<file path="src/rtl/serial_subtractor_15bit.sv">
// ---------------------------------------------------------------------------
// serial_subtractor_15bit
//
// Bit-serial two's-complement subtractor: D = X - Y - Bin, one bit per clock,
// LSB first. A single full-subtractor cell is time-shared across all bit
// positions. Operand shift registers feed it, and a result shift register
// collects its output.
//
// Ports:
//   clk        system clock, rising edge
//   reset      asynchronous, active-high reset
//   start      request an operation (only honoured in IDLE)
//   X, Y       minuend / subtrahend, latched on the accepting edge
//   Bin        borrow-in, latched on the accepting edge
//   busy       high while bits are being processed (RUN)
//   done       one-cycle pulse when Dout/Bout/Underflow have just updated
//   Dout       difference modulo 2^WIDTH
//   Bout       borrow out of the MSB (unsigned X < Y + Bin)
//   Underflow  signed overflow (borrow into MSB xor borrow out of MSB)
// ---------------------------------------------------------------------------
module serial_subtractor_15bit #(
  parameter int WIDTH = 15,  // operand/result width, >= 2
  parameter int CNT_W = 4    // bit counter width, 2^CNT_W >= WIDTH
) (
  input  logic             clk,
  input  logic             reset,
  input  logic             start,
  input  logic [WIDTH-1:0] X,
  input  logic [WIDTH-1:0] Y,
  input  logic             Bin,
  output logic             busy,
  output logic             done,
  output logic [WIDTH-1:0] Dout,
  output logic             Bout,
  output logic             Underflow
);

  typedef enum logic [1:0] {
    IDLE = 2'd0,
    RUN  = 2'd1,
    DONE = 2'd2
  } state_t;

  localparam logic [CNT_W-1:0] LAST_BIT = CNT_W'(WIDTH - 1);
  localparam logic [CNT_W-1:0] PEN_BIT  = CNT_W'(WIDTH - 2);

  state_t state_reg, state_next;

  logic [WIDTH-1:0] x_sh_reg;
  logic [WIDTH-1:0] y_sh_reg;
  logic [WIDTH-1:0] res_reg;
  logic [CNT_W-1:0] cnt_reg;
  logic             b_reg;     // running borrow into the current bit
  logic             bmsb_reg;  // borrow into the MSB, kept for overflow
  logic [WIDTH-1:0] dout_reg;
  logic             bout_reg;
  logic             uf_reg;

  // Shared full-subtractor cell
  logic xi, yi, di, b_next;

  assign xi     = x_sh_reg[0];
  assign yi     = y_sh_reg[0];
  assign di     = xi ^ yi ^ b_reg;
  assign b_next = (~xi & yi) | (~(xi ^ yi) & b_reg);

  // State register
  always_ff @(posedge clk or posedge reset) begin
    if (reset) begin
      state_reg <= IDLE;
    end else begin
      state_reg <= state_next;
    end
  end

  // Next-state logic
  always_comb begin
    state_next = state_reg;
    case (state_reg)
      IDLE: begin
        if (start) begin
          state_next = RUN;
        end
      end
      RUN: begin
        if (cnt_reg == LAST_BIT) begin
          state_next = DONE;
        end
      end
      DONE: begin
        state_next = IDLE;
      end
      default: begin
        state_next = IDLE;
      end
    endcase
  end

  // Datapath. Published results (dout/bout/uf) are written only on the
  // edge that processes the MSB, so partial sums never reach the outputs.
  always_ff @(posedge clk or posedge reset) begin
    if (reset) begin
      x_sh_reg <= '0;
      y_sh_reg <= '0;
      res_reg  <= '0;
      cnt_reg  <= '0;
      b_reg    <= 1'b0;
      bmsb_reg <= 1'b0;
      dout_reg <= '0;
      bout_reg <= 1'b0;
      uf_reg   <= 1'b0;
    end else begin
      case (state_reg)
        IDLE: begin
          if (start) begin
            x_sh_reg <= X;
            y_sh_reg <= Y;
            b_reg    <= Bin;
            cnt_reg  <= '0;
          end
        end
        RUN: begin
          x_sh_reg <= {1'b0, x_sh_reg[WIDTH-1:1]};
          y_sh_reg <= {1'b0, y_sh_reg[WIDTH-1:1]};
          // Result enters at the MSB; after WIDTH shifts bit 0 holds the LSB
          res_reg  <= {di, res_reg[WIDTH-1:1]};
          b_reg    <= b_next;
          cnt_reg  <= cnt_reg + CNT_W'(1);
          if (cnt_reg == PEN_BIT) begin
            bmsb_reg <= b_next;
          end
          if (cnt_reg == LAST_BIT) begin
            dout_reg <= {di, res_reg[WIDTH-1:1]};
            bout_reg <= b_next;
            // bmsb_reg was captured on the previous edge (WIDTH >= 2)
            uf_reg   <= bmsb_reg ^ b_next;
          end
        end
        default: begin
        end
      endcase
    end
  end

  // Decoded from state so they drop together with an asynchronous reset
  assign busy      = (state_reg == RUN);
  assign done      = (state_reg == DONE);
  assign Dout      = dout_reg;
  assign Bout      = bout_reg;
  assign Underflow = uf_reg;

endmodule

</file>
<file path="config.mk">
export PLATFORM = sky130hd
export DESIGN_NAME = serial_subtractor_15bit
export DESIGN_NICKNAME = d
export VERILOG_FILES = /design/src/rtl/serial_subtractor_15bit.sv
export SDC_FILE = /design/constraint.sdc
export NUM_CORES = 1
export LEC_CHECK = 0
export BUFFER_PORTS_ARGS = -buffer_cell sky130_fd_sc_hd__buf_4
export CORE_MARGIN = 1.5
export CORE_UTILIZATION = 56
export DETAILED_ROUTE_END_ITERATION = 10
export GPL_TIMING_DRIVEN = 0
export PLACE_DENSITY = 0.81
export SYNTH_ARGS = -nofsm -noshare
export SYNTH_HDL_FRONTEND = slang
export SYNTH_SLANG_ARGS = --single-unit
export TNS_END_PERCENT = 5
</file>
<file path="constraint.sdc">
create_clock -name clk -period 2.5 [get_ports clk]
set_input_delay 0.5 -clock clk [delete_from_list [all_inputs] [get_ports clk]]
set_output_delay 0.5 -clock clk [all_outputs]
set_load 0.005 [all_outputs]
</file>
After elaboration in Yosys (flattened, before gate mapping)
Cells that the tools add are included.
Widths: inputs -> output; s select.
{ "word_totals": {"register_bits": 70, "inputBits": 34, "out_inout_bits": 19, "wordCells": 42} }
{ "op_classes": {"add_sub_neg": 1, "eq_ne": 6, "n_mux": 11, "n_bitwise": 8, "n_reduce_logical": 6} }
{ "op_table": {"columns": ["op", "n"], "rows": [
  ["$pmux 15 s2", 2],
  ["$mux 15", 2],
  ["$eq 4x4->1 const B", 2],
  ["$pmux 4 s2", 1],
  ["$reduce_and 2->1", 4],
  ["$add 4x1->4 const B", 1],
  ["$mux 2", 2],
  ["$mux 4", 1],
  ["$pmux 2 s2", 1],
  ["$xor 1x1->1", 3],
  ["$and 1x1->1", 2],
  ["$eq 2x1->1 const B", 1],
  ["$eq 2x2->1 const B", 1],
  ["$logic_not 2->1", 1],
  ["$ne 2x1->1 const B", 1],
  ["$ne 2x2->1 const B", 1],
  ["$not 1->1", 2],
  ["$pmux 1 s2", 1],
  ["$reduce_bool 2->1", 1],
  ["$mux 1", 1],
  ["$or 1x1->1", 1]
]} }

Depth between registers and ports, before layout
{ "depth": {"ltp_word": 5, "mapped_depth": 7, "mapped_depth_nobuf": 5} }

Least setup slack after synthesis
Ideal clock, no wire load.
{ "synth_path": {"path_kind": "register -> output", "startpoint": "register state_reg[1]", "endpoint": "output port busy", "arrival_ns": 1.029, "t_required_ns": 2.000, "setup_slack_ns": 0.971, "path_stages_with_launch": 6, "path_buffers": 3, "path_cell_list": "dfrtp_1 buf_6 nand2b_4 buf_6 inv_1 buf_2"} }
{ "synth_between": {"elab_chain_cells": 1} }
{ "synth_rtl": {"columns": ["item", "line", "text"], "rows": [
  ["from (decl)", "47", "state_t state_reg, state_next;"],
  ["from (signal assigned)", "72", "state_reg <= state_next;"],
  ["$eq 2x1->1", "146", "assign busy = (state_reg == RUN);"],
  ["to (decl)", "31", "output logic busy,"]
]} }
No other way between the ends.

Worst setup path after layout
Ends and elaborated chain as after synthesis.

==> impl_metrics.yaml <==
status:
  status: "finished clean"
sta:
  min_period_over_period: 0.8875
  setup-tns-final_ps: 0
  drv_slew: 0
  whs_ps: 329.9
  fmax_mhz: 450.7
  tightestPinTransition_ps: 832.7
  fin_crit_ps: 2219
  rsz0062_at_grt: "false"
  slew_headroom: 0.4449
  setup_viol: 0
  clock_skew_ps: 5.010
  final_hold_viol_count: 0
floorplan:
  die_h_um: 78.62
  core.rowCount: 27
  die_area_um2: 6180
  die-width_um: 78.62
  io_pins: 53
  start_util: 0.5815
  core_um2: 5507
critical_path:
  crit_path_end_kind: "primary output"
  reg2reg_from: "cnt_reg[0]"
  crit_family: "buffers and inverters"
  critPathKind: "flip-flop to primary output"
  worst-endpoint-required_ps: 2000
  crit_top_cell: "buf_6"
  worst_r2r_path_depth: 6
  crit_buf_inv: 5
  startpoint_type: "flip-flop"
  critPathSlowestCell: "dfrtp_1"
  rrSetupSlack_ps: 820
  arrival_ps: 1720
  max_stage_delay_ps: 380
  r2r_end: "Dout[0]"
  cp_max_fo: 10
  path_cells: "buf_6, nand2b_4, buf_6, inv_1, buf_2, buf_4"
synth:
  synth_area_leader_cell: "dfrtp_1"
  synthCells: 306
  synth_top_cell_area_share: 0.5393
  syn_area_per_cell_um2: 10.46
  ys_seq_area_frac: 0.5393
  ys_seq_elements: 69
  synth_area_um2: 3202
  synth_nets: 344
  ys_warn_count: 0
  ys_types: 31
  ys_top_cells_by_area: "dfrtp_1 54%, nand2_1 6.7%, o21ai_0 5.3%"
power:
  ir_worst_vdd_mv: 0.5872
  power.density_nw_per_um2: 1196
  total_power_mw: 4.694
  cellLeakagePower_nw: 1.900
finish:
  final_common_cell: "dfrtp_1"
  fillers: 422
  layout-drive-gt1-share: 0.2647
  final_cell_mix: "69 x dfrtp_1, 57 x nand2_1, 53 x buf_4"
  area_growth_pct: 22.59
  num_antenna_cells: 0
  fin_cells: 446
  nNetsFinal: 407
detailed_routing:
  drc_errors: 0
  dr.pass1.iters: 4
  via_count: 2494
  final_antenna_net_count: 0
  wl_per_cell_um: 14.93
  drt_iter0_drc: 171
  avgViaCountPerCell: 5.592
  wl_um: 6660
place:
  gp_congestion: 0.7748
  place_inst: 430
  hpwl_um: 4421
  port_buffers: 52
clock_network:
  hold_buffers: 0
  cts_setup_buffers: 0
  path_clk_slew_ps: 70
  clockBufferDepth: 2
  numCtsBuffers: 9
  cts_resized: 0
  cts_tree: "yes"
  cts-root-buf: "clkbuf_8"
  cts_sinks: 69
  clkLatencyLatePin_ps: 340
  htree_levels: 3
grt:
  grt-ovfl-total: 0
  antenna_found_initial: 0
  grt_pass1_wl_um: 11210
  grt_start_max_net_pins: 70
  grt_use_total: 0.2370
  grt_pass1_vias: 2386
min_path:
  min_path_type: "input port to async pin"
flow_run:
  max-cap-violations: 0
-- cells in the mapped netlist --
cell type,instances
dfrtp_1,69
a2bb2oi_1,3
nor2_8,1
a22oi_1,18
o21bai_2,1
ha_1,3
mux2_2,7
buf_4,1
nor2b_1,21
o21ai_0,34
buf_6,2
fa_1,1
nand2b_1,1
clkbuf_1,10
nand3_2,1
buf_2,8
nand2b_4,1
nand2_1,57
buf_12,1
or3_1,1
a22o_1,1
mux2i_1,1
and3b_1,10
a21oi_1,29
mux2_4,9
o21ai_1,1
a41oi_1,1
xnor2_1,1
inv_1,6
nand3_1,4
o31ai_1,2
-- how the worst max path moves through the flow --
stage,startpoint,end,depth (start not counted)
after floorplan,reset,Bout,1
after global placement,reset,Dout[14],2
after detailed placement,state_reg[1],busy,6
after CTS,state_reg[1],busy,6
after global routing,state_reg[1],busy,6
final,state_reg[1],busy,6
-- logic make-up (layout without fill, tap and decap cells) --
group,Yosys count,after routing,synth area share
adder cells (fa/ha/maj),4,4,0.01798
XOR/XNOR,1,1,0.002736
flip-flops,69,69,0.5393
buffers and inverters,28,96,0.04690
multiplexers,17,17,0.06995
AO/OA/AOI/OAI,90,90,0.1641
AND/OR/NAND/NOR,97,97,0.1591
-- stage by stage --
step	utilization	cell area [um^2]	worst slack [ps]
3_3_place_gp	0.6687	3682	-568.8
2_1_floorplan	-	3202	260.1
5_1_grt	0.7128	3925	193.1
4_1_cts	0.7128	3925	262.0
3_5_place_dp	0.6692	3685	637.5
6_report	0.7128	3925	281.2
-- per-layer routing --
layer,routed length [um],vias to the layer above,part of all wire,track usage
met5,0,-,0,0
met4,91,0,0.014,0.1054
met3,297,5,0.045,0.05233
met2,3245,67,0.49,0.3741
met1,3025,1243,0.45,0.3142
li1,-,1179,-,-
-- report_power, final --
group	total [mW]	internal [mW]	switching (mW)
sequential	1.91	1.58	0.328
clock	1.10	0.689	0.406
combinational	1.69	0.834	0.855
total	4.69	3.11	1.59
-- final cells by class --
type                    count  area [um^2]  area share
multi-input cells         209         1325      0.3376
inverters                   6        25.02    0.006376
clock inverters             4        95.09     0.02423
clock buffers              12        145.1     0.03698
well taps                  72        90.09     0.02295
flip-flops and latches     69         1727      0.4399
plain buffers              22        127.6     0.03252
repair buffers             52        390.4     0.09946
-- worst register-to-register path: stages, from the launching register on --
cell and delay [ps]:
dfrtp_1 440, inv_1 80, ha_1 190, nand3_2 160
nor2_8 210, buf_12 170, mux2_4 310
(Power assumes the default switching activity.)
